**config.mk**
```make
export PLATFORM = sky130hd
export DESIGN_NAME = text_mode_pipeline_flat
export DESIGN_NICKNAME = d
export VERILOG_FILES = /design/src/rtl/text_mode_pipeline_pkg.sv /design/src/rtl/text_mode_pipeline_if.sv /design/src/rtl/text_mode_pipeline_cursor_blink.sv /design/src/rtl/text_mode_pipeline.sv /design/src/flat_wrapper.sv
export SDC_FILE = /design/constraint.sdc
export NUM_CORES = 1
export LEC_CHECK = 0
export CAP_MARGIN = 0
export CORE_AREA = 2 2 119 121
export CTS_BUF_LIST = sky130_fd_sc_hd__clkbuf_4 sky130_fd_sc_hd__clkbuf_8
export DETAILED_ROUTE_END_ITERATION = 16
export DIE_AREA = 0 0 121 123
export PLACE_DENSITY = 0.79
export RECOVER_POWER = 50
export SLEW_MARGIN = 20
export SYNTH_ARGS = -nofsm -noshare
export SYNTH_HDL_FRONTEND = slang
export SYNTH_HIERARCHICAL = 1
export SYNTH_SLANG_ARGS = --single-unit
export TNS_END_PERCENT = 1
```
**constraint.sdc**
```tcl
create_clock -name Clk -period 7.66 [get_ports Clk]
set_input_delay 0.766 -clock Clk [delete_from_list [all_inputs] [get_ports Clk]]
set_output_delay 0.766 -clock Clk [all_outputs]
set_load 0.005 [all_outputs]
```
**src/rtl/text_mode_pipeline_pkg.sv**
```systemverilog
// Shared constants, character/colour types and VRAM addressing helper
// for the text-mode renderer.
package text_mode_pkg;

  localparam int DEF_COLS           = 80;
  localparam int DEF_ROWS           = 30;
  localparam int DEF_CHAR_W         = 8;
  localparam int DEF_CHAR_H         = 16;
  localparam int DEF_CHARS_PER_WORD = 2;
  localparam int DEF_PAL_SIZE       = 16;
  localparam int DEF_BLINK_FRAMES   = 30;

  localparam int VRAM_AW = $clog2(DEF_ROWS * DEF_COLS / DEF_CHARS_PER_WORD);
  // 128 glyph codes, CHAR_H rows each
  localparam int FONT_AW = $clog2(128 * DEF_CHAR_H);
  localparam int FONT_W  = DEF_CHAR_W;

  typedef struct packed {
    logic       invert;
    logic [6:0] glyph;
    logic [3:0] fg;
    logic [3:0] bg;
  } char_attr_t;

  typedef struct packed {
    logic [3:0] r;
    logic [3:0] g;
    logic [3:0] b;
  } rgb444_t;

  function automatic logic [VRAM_AW-1:0] vram_index(
    input int unsigned row,
    input int unsigned col,
    input int unsigned words_per_row  = DEF_COLS / DEF_CHARS_PER_WORD,
    input int unsigned chars_per_word = DEF_CHARS_PER_WORD
  );
    int unsigned idx;
    idx = row * words_per_row + col / chars_per_word;
    return idx[VRAM_AW-1:0];
  endfunction

endpackage

```
**src/rtl/text_mode_pipeline_if.sv**
```systemverilog
// Memory-side bus of the renderer: VRAM and font ROM, both with 1-cycle
// synchronous read data.
interface text_mode_pipeline_if;
  import text_mode_pkg::*;

  logic [VRAM_AW-1:0] vram_addr;
  logic [31:0]        vram_rdata;
  logic [FONT_AW-1:0] font_addr;
  logic [FONT_W-1:0]  font_data;

  modport master (
    output vram_addr,
    output font_addr,
    input  vram_rdata,
    input  font_data
  );

  modport slave (
    input  vram_addr,
    input  font_addr,
    output vram_rdata,
    output font_data
  );
endinterface

```
**src/rtl/text_mode_pipeline_cursor_blink.sv**
```systemverilog
// Cursor blink timebase: counts vsync rising edges and toggles the blink
// phase every BLINK_FRAMES edges.
module cursor_blink #(
  parameter int BLINK_FRAMES = 30
) (
  input  logic clk,
  input  logic rst,
  input  logic vsync,
  output logic blink_phase
);

  localparam int CW = (BLINK_FRAMES > 1) ? $clog2(BLINK_FRAMES) : 1;

  logic          vsync_q;
  logic          vsync_rise;
  logic [CW-1:0] frame_cnt;

  assign vsync_rise = vsync & ~vsync_q;

  always_ff @(posedge clk or posedge rst) begin
    if (rst) begin
      vsync_q     <= 1'b0;
      frame_cnt   <= '0;
      blink_phase <= 1'b0;
    end else begin
      vsync_q <= vsync;
      if (vsync_rise) begin
        if (frame_cnt == CW'(BLINK_FRAMES - 1)) begin
          frame_cnt   <= '0;
          blink_phase <= ~blink_phase;
        end else begin
          frame_cnt <= frame_cnt + 1'b1;
        end
      end
    end
  end

endmodule

```
**src/rtl/text_mode_pipeline.sv**
```systemverilog
// Three-stage text-mode renderer: cell/VRAM address, glyph/font fetch,
// pixel colour resolve; RGB and syncs come out exactly 3 cycles after input.
module text_mode_pipeline
  import text_mode_pkg::*;
#(
  parameter int COLS           = DEF_COLS,
  parameter int ROWS           = DEF_ROWS,
  parameter int CHAR_W         = DEF_CHAR_W,
  parameter int CHAR_H         = DEF_CHAR_H,
  parameter int CHARS_PER_WORD = DEF_CHARS_PER_WORD,
  parameter int PAL_SIZE       = DEF_PAL_SIZE,
  parameter int BLINK_FRAMES   = DEF_BLINK_FRAMES
) (
  input  logic                   Clk,
  input  logic                   Reset,
  input  logic [9:0]             DrawX,
  input  logic [9:0]             DrawY,
  input  logic                   vde_in,
  input  logic                   hsync_in,
  input  logic                   vsync_in,
  text_mode_pipeline_if.master   mem,
  input  logic [PAL_SIZE*12-1:0] palette,
  input  logic                   cursor_en,
  input  logic [6:0]             cursor_col,
  input  logic [4:0]             cursor_row,
  output logic [3:0]             Red,
  output logic [3:0]             Green,
  output logic [3:0]             Blue,
  output logic                   vde_out,
  output logic                   hsync_out,
  output logic                   vsync_out
);

  localparam int X_SHIFT = $clog2(CHAR_W);
  localparam int Y_SHIFT = $clog2(CHAR_H);
  localparam int SEL_W   = (CHARS_PER_WORD > 1) ? $clog2(CHARS_PER_WORD) : 1;
  localparam int PIDX_W  = $clog2(PAL_SIZE);

  // S0: cell coordinates and VRAM address
  logic [9:0]       cell_col;
  logic [9:0]       cell_row;
  logic             outside;
  logic             hit;

  assign cell_col = DrawX >> X_SHIFT;
  assign cell_row = DrawY >> Y_SHIFT;
  assign outside  = (DrawX >= 10'(COLS * CHAR_W)) || (DrawY >= 10'(ROWS * CHAR_H));
  assign hit      = cursor_en && !outside &&
                    (cell_col == {3'b0, cursor_col}) && (cell_row == {5'b0, cursor_row});
  assign mem.vram_addr = outside ? '0 :
         vram_index(32'(cell_row), 32'(cell_col), COLS / CHARS_PER_WORD, CHARS_PER_WORD);

  logic [SEL_W-1:0]   s1_sel;
  logic [Y_SHIFT-1:0] s1_prow, s2_prow;
  logic [X_SHIFT-1:0] s1_pcol, s2_pcol;
  logic               s1_hit, s1_outside, s1_vde, s1_hs, s1_vs;
  logic               s2_hit, s2_outside, s2_vde, s2_hs, s2_vs;
  char_attr_t         s1_attr, s2_attr;
  rgb444_t            s2_color, rgb_q;
  logic               s2_bit, s2_on, blink_phase;
  logic [PIDX_W-1:0]  pal_idx;

  always_ff @(posedge Clk or posedge Reset) begin
    if (Reset) begin
      s1_sel     <= '0;
      s1_prow    <= '0;
      s1_pcol    <= '0;
      s1_hit     <= 1'b0;
      s1_outside <= 1'b0;
      s1_vde     <= 1'b0;
      s1_hs      <= 1'b0;
      s1_vs      <= 1'b0;
    end else begin
      s1_sel     <= cell_col[SEL_W-1:0];
      s1_prow    <= DrawY[Y_SHIFT-1:0];
      s1_pcol    <= DrawX[X_SHIFT-1:0];
      s1_hit     <= hit;
      s1_outside <= outside;
      s1_vde     <= vde_in;
      s1_hs      <= hsync_in;
      s1_vs      <= vsync_in;
    end
  end

  // S1: halfword select (lowest halfword = leftmost column) and font address
  assign s1_attr       = char_attr_t'(mem.vram_rdata[32'(s1_sel) * 16 +: 16]);
  assign mem.font_addr = FONT_AW'(32'(s1_attr.glyph) * CHAR_H + 32'(s1_prow));

  always_ff @(posedge Clk or posedge Reset) begin
    if (Reset) begin
      s2_attr    <= '0;
      s2_prow    <= '0;
      s2_pcol    <= '0;
      s2_hit     <= 1'b0;
      s2_outside <= 1'b0;
      s2_vde     <= 1'b0;
      s2_hs      <= 1'b0;
      s2_vs      <= 1'b0;
    end else begin
      s2_attr    <= s1_attr;
      s2_prow    <= s1_prow;
      s2_pcol    <= s1_pcol;
      s2_hit     <= s1_hit;
      s2_outside <= s1_outside;
      s2_vde     <= s1_vde;
      s2_hs      <= s1_hs;
      s2_vs      <= s1_vs;
    end
  end

  cursor_blink #(
    .BLINK_FRAMES(BLINK_FRAMES)
  ) u_cursor_blink (
    .clk        (Clk),
    .rst        (Reset),
    .vsync      (vsync_in),
    .blink_phase(blink_phase)
  );

  // S2: bit 7 of the font row is the leftmost pixel; cursor is an underline
  // on the bottom two pixel rows of the cell
  assign s2_bit   = mem.font_data[X_SHIFT'(CHAR_W - 1) - s2_pcol];
  assign s2_on    = s2_bit ^ s2_attr.invert ^
                    (s2_hit & blink_phase & (s2_prow >= Y_SHIFT'(CHAR_H - 2)));
  assign pal_idx  = s2_on ? s2_attr.fg : s2_attr.bg;
  assign s2_color = rgb444_t'(palette[32'(pal_idx) * 12 +: 12]);

  always_ff @(posedge Clk or posedge Reset) begin
    if (Reset) begin
      rgb_q     <= '0;
      vde_out   <= 1'b0;
      hsync_out <= 1'b0;
      vsync_out <= 1'b0;
    end else begin
      rgb_q     <= (s2_vde && !s2_outside) ? s2_color : '0;
      vde_out   <= s2_vde;
      hsync_out <= s2_hs;
      vsync_out <= s2_vs;
    end
  end

  assign Red   = rgb_q.r;
  assign Green = rgb_q.g;
  assign Blue  = rgb_q.b;

endmodule

```
**src/flat_wrapper.sv**
```systemverilog
// flat-port wrapper written by rule: the top's interface ports become plain ports
module text_mode_pipeline_flat import text_mode_pkg::*;
#(
  parameter int COLS           = DEF_COLS,
  parameter int ROWS           = DEF_ROWS,
  parameter int CHAR_W         = DEF_CHAR_W,
  parameter int CHAR_H         = DEF_CHAR_H,
  parameter int CHARS_PER_WORD = DEF_CHARS_PER_WORD,
  parameter int PAL_SIZE       = DEF_PAL_SIZE,
  parameter int BLINK_FRAMES   = DEF_BLINK_FRAMES
)
  (Clk, Reset, DrawX, DrawY, vde_in, hsync_in, vsync_in, palette, cursor_en, cursor_col, cursor_row, Red, Green, Blue, vde_out, hsync_out, vsync_out, mem_vram_addr, mem_font_addr, mem_vram_rdata, mem_font_data);
  text_mode_pipeline_if mem_i ();
  input  logic Clk;
  input  logic Reset;
  input  logic [9:0] DrawX;
  input  logic [9:0] DrawY;
  input  logic vde_in;
  input  logic hsync_in;
  input  logic vsync_in;
  input  logic [PAL_SIZE*12-1:0] palette;
  input  logic cursor_en;
  input  logic [6:0] cursor_col;
  input  logic [4:0] cursor_row;
  output logic [3:0] Red;
  output logic [3:0] Green;
  output logic [3:0] Blue;
  output logic vde_out;
  output logic hsync_out;
  output logic vsync_out;
  output wire logic [$bits(mem_i.vram_addr)-1:0] mem_vram_addr;
  output wire logic [$bits(mem_i.font_addr)-1:0] mem_font_addr;
  input wire logic [$bits(mem_i.vram_rdata)-1:0] mem_vram_rdata;
  input wire logic [$bits(mem_i.font_data)-1:0] mem_font_data;
  assign mem_vram_addr = mem_i.vram_addr;
  assign mem_font_addr = mem_i.font_addr;
  assign mem_i.vram_rdata = mem_vram_rdata;
  assign mem_i.font_data = mem_font_data;
  text_mode_pipeline #(.COLS(COLS), .ROWS(ROWS), .CHAR_W(CHAR_W), .CHAR_H(CHAR_H), .CHARS_PER_WORD(CHARS_PER_WORD), .PAL_SIZE(PAL_SIZE), .BLINK_FRAMES(BLINK_FRAMES)) u_core (.Clk(Clk), .Reset(Reset), .DrawX(DrawX), .DrawY(DrawY), .vde_in(vde_in), .hsync_in(hsync_in), .vsync_in(vsync_in), .mem(mem_i), .palette(palette), .cursor_en(cursor_en), .cursor_col(cursor_col), .cursor_row(cursor_row), .Red(Red), .Green(Green), .Blue(Blue), .vde_out(vde_out), .hsync_out(hsync_out), .vsync_out(vsync_out));
endmodule
```
==> metrics.yaml, run 1 <==
status:
  run_status: "finished, violations left"
  violated_checks: "max-capacitance violations, max-slew violations"
timing:
  timing.final.crit_share: 0.577
  fin_skew_ns: 0.00938
  rsz0062_at_grt: "false"
  final_hold_viol_count: 0
  actual_transition_at_the_worst_max_transition_pin_ns: 2.13
  report.final.setup_viol: 0
  highest_clock_rate_mhz: 226
  tns_ns: 0
  worst_slew_margin_rel: -0.429
  report.final.slew_viol_count: 49
  final_period_minus_worst_setup_slack_ns: 4.42
drt:
  drt_pass1_iterations: 5
  route.detailed.drc: 0
  route.antenna.remaining_nets: 0
  detail_route.wl_per_cell_um: 18.0
  post_drt_via_cell_ratio: 5.07
  wirelength_um: 17700
  drt_iter0_markers: 327
  via_count: 4987
global_routing:
  grt_overflow: 0
  grt_pass1_vias: 4752
  grt_first_pass_wirelength_um: 26000
  grt_util_all_layers: 0.226
  grt_antenna_before_repair: 0
  grt_start_max_net_pins: 66
worst_setup_path:
  cp-end-kind: "output port"
  startpoint_type: "input pin"
  worst_path_max_delay_cell: "sky130_fd_sc_hd__clkdlybuf4s50_1"
  path_cells: "clkdlybuf4s50_1 -> ha_1 -> ha_1 -> inv_1 -> fa_1 -> nor3b_1 -> nand3_1 -> xnor2_1 -> nor2_1 -> clkdlybuf4s50_1"
  path_class: "input pin to output port"
  worst-path-buf-inv: 3
  critical_path.max_stage_delay_ns: 0.55
  path_max_fanout: 5
  cp_data_arrival_time_ns: 3.65
  worstPathRequired_ns: 6.89
  crit_family: "buffers and inverters"
power:
  share_clk_of_total_power: 0.175
  netSwitchingPower_w: 0.000372
  sequentialPowerShare: 0.339
  p_int_w: 0.000649
  power.leakage_nw: 3.15
  netSwitchingFraction: 0.365
  total_power_w: 0.00102
  worst_ir_drop_vdd_mv: 0.0656
  power.density_cell_area_nw_per_um2: 134
  proportion_of_power_drawn_by_combinational_gates: 0.487
final_layout:
  layout-drive-gt1-share: 0.0498
  area_delta_synth_final_pct: 71.8
  layout_common_cells: "294 x sky130_fd_sc_hd__clkdlybuf4s50_1, 142 x sky130_fd_sc_hd__nand2_1, 55 x sky130_fd_sc_hd__dfrtp_1, 41 x sky130_fd_sc_hd__nand3_1, 38 x sky130_fd_sc_hd__mux2i_1"
  final_net_count: 1088
  layout.cells.most_common: "sky130_fd_sc_hd__clkdlybuf4s50_1"
  final_area_um2: 7610
  antennaDiodeCount: 0
  finalNonFillerCells: 984
synth:
  synth.top_cells.by_area: "sky130_fd_sc_hd__dfrtp_1 31%, sky130_fd_sc_hd__nand2_1 12%, sky130_fd_sc_hd__mux2i_1 8.6%"
  post_synthesis_async_set_or_reset_flop_share: 1.00
  post_synth_edffs: 0
  cell_area_synth_um2: 4430
  seq_area_frac_synth: 0.311
  syn_avg_cell_area_um2: 8.49
  ys_types: 48
  synth_cells: 522
  ys.flop_type: "sky130_fd_sc_hd__dfrtp_1"
  ys.warnings.count: 6
  synth.net_count: 807
  netlist.top_cell.by_area: "sky130_fd_sc_hd__dfrtp_1"
  synth_top_cell_area_share: 0.311
  synth.ff_latch_count: 55
clocking:
  cts-resized-gates: 0
  cts.htree.levels: 2
  post_cts_buffers: 0
  ctsHoldBuffers: 0
  cts-root-buf: "sky130_fd_sc_hd__clkbuf_8"
  cts_tree: "yes"
  total_number_of_clock_tree_sinks: 55
  cts_buffer_count: 5
  clk_pin_slew_worst_paths_ns: 0.11
  worst_skew_pair_latency_ns: 0.32
  clock_tree.buffer_depth: 2
place:
  gpl.final_weighted_congestion: 0.917
  placedInstanceArea_um2: 7510
  dp.final_hpwl_um: 14500
  post-place-cells: 976
  port_buffers: 306
floorplanning:
  placeableCoreArea_um2: 13600
  floorplan.io_pins: 307
  initial_core_util: 0.325
  floorplan.die.height_um: 123
  die-area_um2: 14900
  dieWidth_um: 121
  rows: 43
flow_run:
  maxCapViolCount: 1
min_path:
  min-delay-path-class: "flop to flop"
## layout make-up
type,instances,area [µm²]
inverter,17,65.1
multi-input combinational,417,2770
fill,1277,6000
sequential,55,1380
tap,180,225
timing repair buffer,307,3070
clock inverter,3,33.8
clock buffer,5,68.8
## state kept, by name (all words and copies together) (netlist names), 3 cells and up
register	cells
u_core/s1_prow	4
u_core/Green	4
u_core/Blue	4
u_core/s2_prow	3
u_core/s2_pcol	3
u_core/s1_pcol	3
u_core/Red	4
u_core/u_cursor_blink/frame_cnt	5
u_core/s2_attr	9
## power by group through the flow
stage | Combinational [W] | Clock [W] | Sequential (W)
finish | 0.000497 | 0.000178 | 0.000346
detailed placement | 0.000496 | 0 | 0.000350
global route | 0.000540 | 0.000197 | 0.000350
global placement | 0.000490 | 0 | 0.000350
floorplan | 0.000277 | 0 | 0.000342
CTS | 0.000498 | 0.000184 | 0.000345
## cells in the mapped netlist, drive strengths merged (8+ instances only)
| master | n |
|---|---|
| a32o | 9 |
| ha | 13 |
| nand2 | 142 |
| nand4 | 18 |
| inv | 17 |
| mux2 | 20 |
| a32oi | 10 |
| xor2 | 12 |
| xnor2 | 8 |
| mux2i | 40 |
| nand3 | 41 |
| buf | 28 |
| a31oi | 11 |
| a211oi | 9 |
| o21ai | 9 |
| dfrtp | 55 |
| nor2 | 23 |
## metal layers
layer	vias to the layer above	track usage	part of all wire
met5	-	0	0
met4	0	0.0567	0.022
met3	32	0.0475	0.088
met2	271	0.354	0.46
met1	2282	0.319	0.43
li1	2402	-	-
## cell families after synthesis
kind of cell             share of synthesized area
flip-flops                                   0.311
XOR/XNOR                                    0.0455
buffers and inverters                       0.0633
AO/OA/AOI/OAI                                0.130
adder cells (fa/ha/maj)                     0.0458
AND/OR/NAND/NOR                              0.253
multiplexers                                 0.152
## final timing paths
path	endpoint	cells after the start	slack, ns	start
worst max-delay path	mem_vram_addr[10]	10	3.24	DrawY[5]
worst min-delay path	u_core/hsync_out	0	0.36	u_core/s2_hs
worst max register to register	u_core/Green[1]	8	3.95	u_core/s2_pcol[0]
worst min register to register	u_core/hsync_out	0	0.36	u_core/s2_hs
max in group asynchronous	u_core/Blue[3]	2	5.22	Reset
min in group asynchronous	u_core/u_cursor_blink/frame_cnt[4]	2	0.85	Reset
## per-stage QoR
stage	hold WS (ns)	worst slack [ns]	util
floorplan	0.331	4.48	-
global placement	0.332	3.34	0.552
detailed placement	0.335	3.26	0.552
CTS	0.362	3.25	0.559
global route	0.371	3.09	0.559
finish	0.359	3.24	0.559
No activity file was read; power rests on OpenSTA's default activity.
==> inputs of run 2 (changes only) <==
--- a/config.mk
+++ b/config.mk
@@ -6,11 +6,12 @@
 export NUM_CORES = 1
 export LEC_CHECK = 0
 export CAP_MARGIN = 0
-export CORE_AREA = 2 2 119 121
+export CORE_ASPECT_RATIO = 0.6
+export CORE_MARGIN = 1.5
+export CORE_UTILIZATION = 33
 export CTS_BUF_LIST = sky130_fd_sc_hd__clkbuf_4 sky130_fd_sc_hd__clkbuf_8
 export DETAILED_ROUTE_END_ITERATION = 16
-export DIE_AREA = 0 0 121 123
-export PLACE_DENSITY = 0.79
+export PLACE_DENSITY = 0.83
 export RECOVER_POWER = 50
 export SLEW_MARGIN = 20
 export SYNTH_ARGS = -nofsm -noshare
==> constraint.sdc (replaced) <==
create_clock -name Clk -period 3.7 [get_ports Clk]
set_input_delay 0.37 -clock Clk [delete_from_list [all_inputs] [get_ports Clk]]
set_output_delay 0.37 -clock Clk [all_outputs]
set_load 0.005 [all_outputs]
==> metrics.yaml, run 2 (same netlist as run 1, synthesis figures left out) <==
status:
  run_status: "finished, violations left"  # unchanged
  violated_checks: "max-capacitance violations, max-slew violations"  # unchanged
floorplanning:
  rows: 32  # was 43
  die-area_um2: 14200  # was 14900 µm²
  floorplan.io_pins: 307  # unchanged
  dieWidth_um: 153  # was 121 µm
  initial_core_util: 0.342  # was 0.325
  floorplan.die.height_um: 92.8  # was 123 µm
  placeableCoreArea_um2: 13000  # was 13600 µm²
timing:
  highest_clock_rate_mhz: 286
  rsz0062_at_grt: "false"  # unchanged
  report.final.slew_viol_count: 49  # unchanged
  tns_ns: 0  # unchanged
  timing.final.crit_share: 0.945
  actual_transition_at_the_worst_max_transition_pin_ns: 2.11  # was 2.13 ns
  fin_skew_ns: 0.00962  # was 0.00938 ns
  final_period_minus_worst_setup_slack_ns: 3.50
  worst_slew_margin_rel: -0.417  # was -0.429
  final_hold_viol_count: 0  # unchanged
  report.final.setup_viol: 0  # unchanged
drt:
  route.detailed.drc: 0  # unchanged
  drt_iter0_markers: 402  # was 327
  post_drt_via_cell_ratio: 5.10  # was 5.07
  detail_route.wl_per_cell_um: 17.9  # was 18.0 µm
  via_count: 5039  # was 4987
  route.antenna.remaining_nets: 0  # unchanged
  wirelength_um: 17700  # about the same
  drt_pass1_iterations: 6  # was 5
min_path:
  hold_depth: 0  # unchanged
  timing.hold.worst_endpoint: "u_core/s2_hit"  # was u_core/hsync_out
  hold_path_startpoint: "u_core/s1_hit"  # was u_core/s2_hs
  min-delay-path-class: "flop to flop"  # unchanged
final_layout:
  area_delta_synth_final_pct: 74.3  # was 71.8%
  largest_register_by_flop_count: "u_core/s2_attr"  # unchanged
  utilization: 0.595  # was 0.559
  layout_common_cells: "294 x sky130_fd_sc_hd__clkdlybuf4s50_1, 142 x sky130_fd_sc_hd__nand2_1, 55 x sky130_fd_sc_hd__dfrtp_1, 41 x sky130_fd_sc_hd__nand3_1, 38 x sky130_fd_sc_hd__mux2i_1"  # unchanged
  largest_reg_flops: 9  # unchanged
  layout-drive-gt1-share: 0.0781  # was 0.0498
  antennaDiodeCount: 0  # unchanged
  largestRegisters: "u_core/s2_attr x9, u_core/u_cursor_blink/frame_cnt x5"  # unchanged
  final_net_count: 1103  # was 1088
  layout.cells.most_common: "sky130_fd_sc_hd__clkdlybuf4s50_1"  # unchanged
worst_setup_path:
  worstPathRequired_ns: 3.33  # was 6.89 ns
  worstRegToRegCells: 8  # unchanged
  reg2reg_slack_ns: 0.30  # was 3.95 ns
  worst_setup_path_startpoint: "DrawY[7]"  # was DrawY[5]
  startpoint_type: "input pin"  # unchanged
  cp-end-kind: "output port"  # unchanged
  timing.rr.end: "u_core/Green[2]"  # was u_core/Green[1]
  cp_data_arrival_time_ns: 3.13  # was 3.65 ns
  path_max_fanout: 4  # was 5
  worst_r2r_startpoint: "u_core/s2_pcol[0]"  # unchanged
  path_class: "input pin to output port"  # unchanged
global_routing:
  grt_pass1_vias: 4979  # was 4752
  grt_first_pass_wirelength_um: 27200  # was 26000 µm
  grtUsageMet3: 0.0557  # was 0.0475
  global_route.usage.met1: 0.350  # was 0.319
  grt_start_max_net_pins: 49  # was 66
  gr-usage-met2: 0.384  # was 0.354
  grt_most_used_layer: "met2"  # unchanged
  grt_antenna_before_repair: 0  # unchanged
  grt_overflow: 0  # unchanged
  grt_util_all_layers: 0.245  # was 0.226
clocking:
  total_number_of_clock_tree_sinks: 55  # unchanged
  cts_tree: "yes"  # unchanged
  ctsHoldBuffers: 0  # unchanged
  cts.htree.levels: 2  # unchanged
  clock_tree.buffer_depth: 2  # unchanged
  cts-root-buf: "sky130_fd_sc_hd__clkbuf_8"  # unchanged
  clk_pin_slew_worst_paths_ns: 0.11  # about the same
  cts_buffer_count: 5  # unchanged
  worst_skew_pair_latency_ns: 0.31  # was 0.32 ns
place:
  gpl.final_weighted_congestion: 0.983  # was 0.917
  port_buffers: 306  # unchanged
  dp.final_hpwl_um: 14900  # was 14500 µm
flow_run:
  maxCapViolCount: 1  # unchanged
power:
  power.density_cell_area_nw_per_um2: 276  # was 134 nW/µm²
  power.leakage_nw: 3.22  # was 3.15 nW
  worst_ir_drop_vdd_mv: 0.142  # was 0.0656 mV
## run 2: cell count changes in the layout (fill, tap and decap cells not counted), sizes merged
cell,before,now
buf,1,16
clkinv,2,1
clkinvlp,1,2
## run 2: layer usage
layer  vias up  wire length, µm
li1       2435                -
met1      2300             7850
met2       282             8050
met3        22             1620
met4         0              206
met5         -                0
## run 2: worst max path at each step
stage / slack [ns] / depth (start not counted) / endpoint
floorplan: 0.91 / 10 / u_core/Red[1]
global placement: 0.18 / 9 / u_core/Green[1]
detailed placement: 0.01 / 9 / u_core/Green[2]
CTS: 0.1 / 10 / mem_vram_addr[10]
global route: 0.05 / 10 / mem_vram_addr[10]
finish: 0.20 / 10 / mem_vram_addr[10]
## run 2: final cells by class
type,instances,area (µm²)
clock buffer,5,68.8
clock inverter,3,23.8
fill,1157,5250
inverter,17,65.1
multi-input combinational,417,2780
sequential,55,1380
tap,170,213
timing repair buffer,322,3200
## run 2: repair_timing
item / CTS / global route
endpoints found under the hold margin: 0 / 0
setup buffers: 0 / 0
endpoints found under the setup margin: 0 / 1
resized for setup: 0 / 1
## run 2: stage by stage
stage / cells / total power, W / hold slack (ns) / area, µm² / worst slack, ns
after floorplan: 522 / 0.00128 / 0.173 / 4430 / 0.907
after global placement: 981 / 0.00178 / 0.334 / 7620 / 0.178
after detailed placement: 981 / 0.00179 / 0.335 / 7620 / 0.0129
after CTS: 989 / 0.00215 / 0.342 / 7710 / 0.0995
after global routing: 989 / 0.00228 / 0.355 / 7720 / 0.0508
final: 989 / 0.00213 / 0.348 / 7720 / 0.204
## run 2: worst max-delay path, cell delays in order
cell,delay (ns)
sky130_fd_sc_hd__clkdlybuf4s50_1,0.58
sky130_fd_sc_hd__ha_1,0.28
sky130_fd_sc_hd__ha_1,0.22
sky130_fd_sc_hd__inv_1,0.07
sky130_fd_sc_hd__fa_1,0.46
sky130_fd_sc_hd__nor3b_2,0.27
sky130_fd_sc_hd__nand3_1,0.12
sky130_fd_sc_hd__xnor2_1,0.14
sky130_fd_sc_hd__nor2_1,0.09
sky130_fd_sc_hd__clkdlybuf4s50_1,0.52
## run 2: where the power goes
group          internal (W)  leakage (nW)  switching [W]
Sequential         0.000657         0.673      0.0000581
Combinational      0.000580          2.51       0.000494
Clock              0.000137        0.0461       0.000206
Total               0.00137          3.22       0.000758
==> inputs of run 3 (changes only) <==
--- a/config.mk
+++ b/config.mk
@@ -8,10 +8,10 @@
 export CAP_MARGIN = 0
 export CORE_ASPECT_RATIO = 0.6
 export CORE_MARGIN = 1.5
-export CORE_UTILIZATION = 33
+export CORE_UTILIZATION = 37
 export CTS_BUF_LIST = sky130_fd_sc_hd__clkbuf_4 sky130_fd_sc_hd__clkbuf_8
 export DETAILED_ROUTE_END_ITERATION = 16
-export PLACE_DENSITY = 0.83
+export PLACE_DENSITY = 0.88
 export RECOVER_POWER = 50
 export SLEW_MARGIN = 20
 export SYNTH_ARGS = -nofsm -noshare
==> constraint.sdc (replaced) <==
create_clock -name Clk -period 3.91 [get_ports Clk]
set_input_delay 0.391 -clock Clk [delete_from_list [all_inputs] [get_ports Clk]]
set_output_delay 0.391 -clock Clk [all_outputs]
set_load 0.005 [all_outputs]
==> metrics.yaml, run 3 (same netlist as run 1, synthesis figures left out) <==
timing:
  tns_ns: 0  # unchanged
  timing.final.crit_share: 0.960
  report.final.slew_viol_count: 49  # unchanged
  fin_skew_ns: 0.00936  # was 0.00962 ns
  worst_slew_margin_rel: -0.475  # was -0.417
  final_hold_viol_count: 0  # unchanged
  final_period_minus_worst_setup_slack_ns: 3.76
  report.final.setup_viol: 0  # unchanged
  rsz0062_at_grt: "false"  # unchanged
  actual_transition_at_the_worst_max_transition_pin_ns: 2.20  # was 2.11 ns
  highest_clock_rate_mhz: 266
worst_setup_path:
  startpoint_type: "input pin"  # unchanged
  worst_path_max_delay_cell: "sky130_fd_sc_hd__clkdlybuf4s50_1"  # unchanged
  cp-end-kind: "output port"  # unchanged
  path_max_fanout: 5  # was 4
  worst-path-buf-inv: 3  # unchanged
  path_class: "input pin to output port"  # unchanged
  cp_data_arrival_time_ns: 3.36  # was 3.13 ns
  critical_path.max_stage_delay_ns: 0.59  # was 0.58 ns
  worstRegToRegCells: 7  # was 8
  path_cells: "clkdlybuf4s50_1 -> ha_1 -> ha_1 -> inv_1 -> fa_1 -> nor3b_2 -> nand3_1 -> xnor2_1 -> nor2_1 -> clkdlybuf4s50_1"  # unchanged
  total_number_of_cells_along_the_worst_setup_path: 10  # unchanged
  crit_family: "buffers and inverters"  # unchanged
  worstPathRequired_ns: 3.52  # was 3.33 ns
final_layout:
  final_area_um2: 7700  # was 7720 µm²
  layout_common_cells: "294 x sky130_fd_sc_hd__clkdlybuf4s50_1, 142 x sky130_fd_sc_hd__nand2_1, 55 x sky130_fd_sc_hd__dfrtp_1, 41 x sky130_fd_sc_hd__nand3_1, 38 x sky130_fd_sc_hd__mux2i_1"  # unchanged
  antennaDiodeCount: 0  # unchanged
  largestRegisters: "u_core/s2_attr x9, u_core/u_cursor_blink/frame_cnt x5"  # unchanged
  area_delta_synth_final_pct: 73.8  # was 74.3%
  final_net_count: 1099  # was 1103
  layout.cells.most_common: "sky130_fd_sc_hd__clkdlybuf4s50_1"  # unchanged
  largest_register_by_flop_count: "u_core/s2_attr"  # unchanged
  utilization: 0.670  # was 0.595
  layout-drive-gt1-share: 0.0736  # was 0.0781
  largest_reg_flops: 9  # unchanged
drt:
  detail_route.wl_per_cell_um: 19.8  # was 17.9 µm
  route.detailed.drc: 0  # unchanged
  route.antenna.remaining_nets: 0  # unchanged
  drt_pass1_iterations: 6  # unchanged
  wirelength_um: 19300  # was 17700 µm
  drt_iter0_markers: 359  # was 402
  via_count: 5214  # was 5039
  post_drt_via_cell_ratio: 5.35  # was 5.10
clocking:
  worst_skew_pair_latency_ns: 0.32  # was 0.31 ns
  total_number_of_clock_tree_sinks: 55  # unchanged
  cts-root-buf: "sky130_fd_sc_hd__clkbuf_8"  # unchanged
  clk_pin_slew_worst_paths_ns: 0.11  # about the same
  cts_tree: "yes"  # unchanged
  cts.htree.levels: 2  # unchanged
  cts_buffer_count: 5  # unchanged
  clock_tree.buffer_depth: 2  # unchanged
power:
  power.leakage_nw: 3.22  # about the same
  worst_ir_drop_vdd_mv: 0.223  # was 0.142 mV
  power.density_cell_area_nw_per_um2: 268  # was 276 nW/µm²
  total_power_w: 0.00206  # was 0.00213 W
floorplanning:
  rows: 30  # was 32
  dieWidth_um: 144  # was 153 µm
  initial_core_util: 0.386  # was 0.342
  floorplan.die.height_um: 87.8  # was 92.8 µm
  die-area_um2: 12700  # was 14200 µm²
  floorplan.io_pins: 307  # unchanged
  placeableCoreArea_um2: 11500  # was 13000 µm²
min_path:
  hold_depth: 0  # unchanged
  min-delay-path-class: "flop to flop"  # unchanged
place:
  gpl.final_weighted_congestion: 1.04  # was 0.983
  dp.final_hpwl_um: 15800  # was 14900 µm
  port_buffers: 306  # unchanged
  placedInstanceArea_um2: 7590  # was 7620 µm²
global_routing:
  grt_start_max_net_pins: 55  # was 49
  grt_overflow: 0  # unchanged
  grt_antenna_before_repair: 0  # unchanged
  grt_first_pass_wirelength_um: 27600  # was 27200 µm
  grt_util_all_layers: 0.289  # was 0.245
  grt_pass1_vias: 5065  # was 4979
status:
  violated_checks: "max-capacitance violations, max-slew violations"  # unchanged
  run_status: "finished, violations left"  # unchanged
flow_run:
  maxCapViolCount: 1  # unchanged
## run 3: changes by cell type in the layout (fill, tap and decap cells not counted)
cell	change
sky130_fd_sc_hd__buf_12	+1
sky130_fd_sc_hd__clkinv_2	-1
sky130_fd_sc_hd__clkinvlp_4	-1
sky130_fd_sc_hd__o21ai_0	-1
sky130_fd_sc_hd__buf_4	-5
sky130_fd_sc_hd__inv_8	+1
sky130_fd_sc_hd__o21ai_1	+1
sky130_fd_sc_hd__inv_6	+1
## run 3: final timing paths
kind                                   startpoint                                  to  slack, ns
worst max-delay path                     DrawY[5]                   mem_vram_addr[10]       0.15
worst min-delay path                u_core/s1_hit                       u_core/s2_hit       0.36
worst max register to register  u_core/s2_pcol[0]                      u_core/Blue[3]       0.52
worst min register to register      u_core/s1_hit                       u_core/s2_hit       0.36
max in group asynchronous                   Reset                   u_core/s2_attr[6]       1.79
min in group asynchronous                   Reset  u_core/u_cursor_blink/frame_cnt[1]       0.48
## run 3: final cells by class
cell class,instances,area (µm²)
fillers,939,3790
repair buffers,318,3180
multi-input cells,417,2780
flip-flops and latches,55,1380
well taps,160,200
clock buffers,5,68.8
inverters,17,65.1
clock inverters,3,31.3
## run 3: worst reg2reg max path, stage by stage (launching register included)
cell and delay, ns:
sky130_fd_sc_hd__dfrtp_1 0.46, sky130_fd_sc_hd__mux2i_1 0.15, sky130_fd_sc_hd__mux4_2 0.52, sky130_fd_sc_hd__xnor3_4 0.58, sky130_fd_sc_hd__mux2_4 0.58, sky130_fd_sc_hd__nor2_1 0.68, sky130_fd_sc_hd__a32o_1 0.25, sky130_fd_sc_hd__a211oi_2 0.05
## run 3: where the power goes
group	switching [W]	total, W	internal [W]	leakage [nW]
logic	0.000480	0.00103	0.000547	2.49
registers	0.0000576	0.000679	0.000621	0.673
clock network	0.000218	0.000356	0.000138	0.0526
total	0.000756	0.00206	0.00131	3.22
## run 3: what timing repair did
item,4_1_cts,5_1_grt
setup endpoints to repair,0,1
hold buffers,0,0
resized for setup,0,1
setup buffers,0,0
## run 3: metal layers
metal / vias up / share of wire / track usage
li1: 2431 / - / -
met1: 2441 / 0.42 / 0.386
met2: 309 / 0.48 / 0.496
met3: 33 / 0.086 / 0.0563
met4: 0 / 0.019 / 0.0468
met5: - / 0 / 0
## run 3: stage by stage
| stage | cells | hold WS (ns) | setup slack [ns] |
|---|---|---|---|
| after floorplan | 522 | 0.194 | 1.12 |
| after CTS | 975 | 0.352 | 0.0664 |
| after global routing | 975 | 0.376 | 0.0618 |
| after global placement | 967 | 0.333 | 0.291 |
| final | 975 | 0.362 | 0.155 |
| after detailed placement | 967 | 0.337 | 0.0721 |
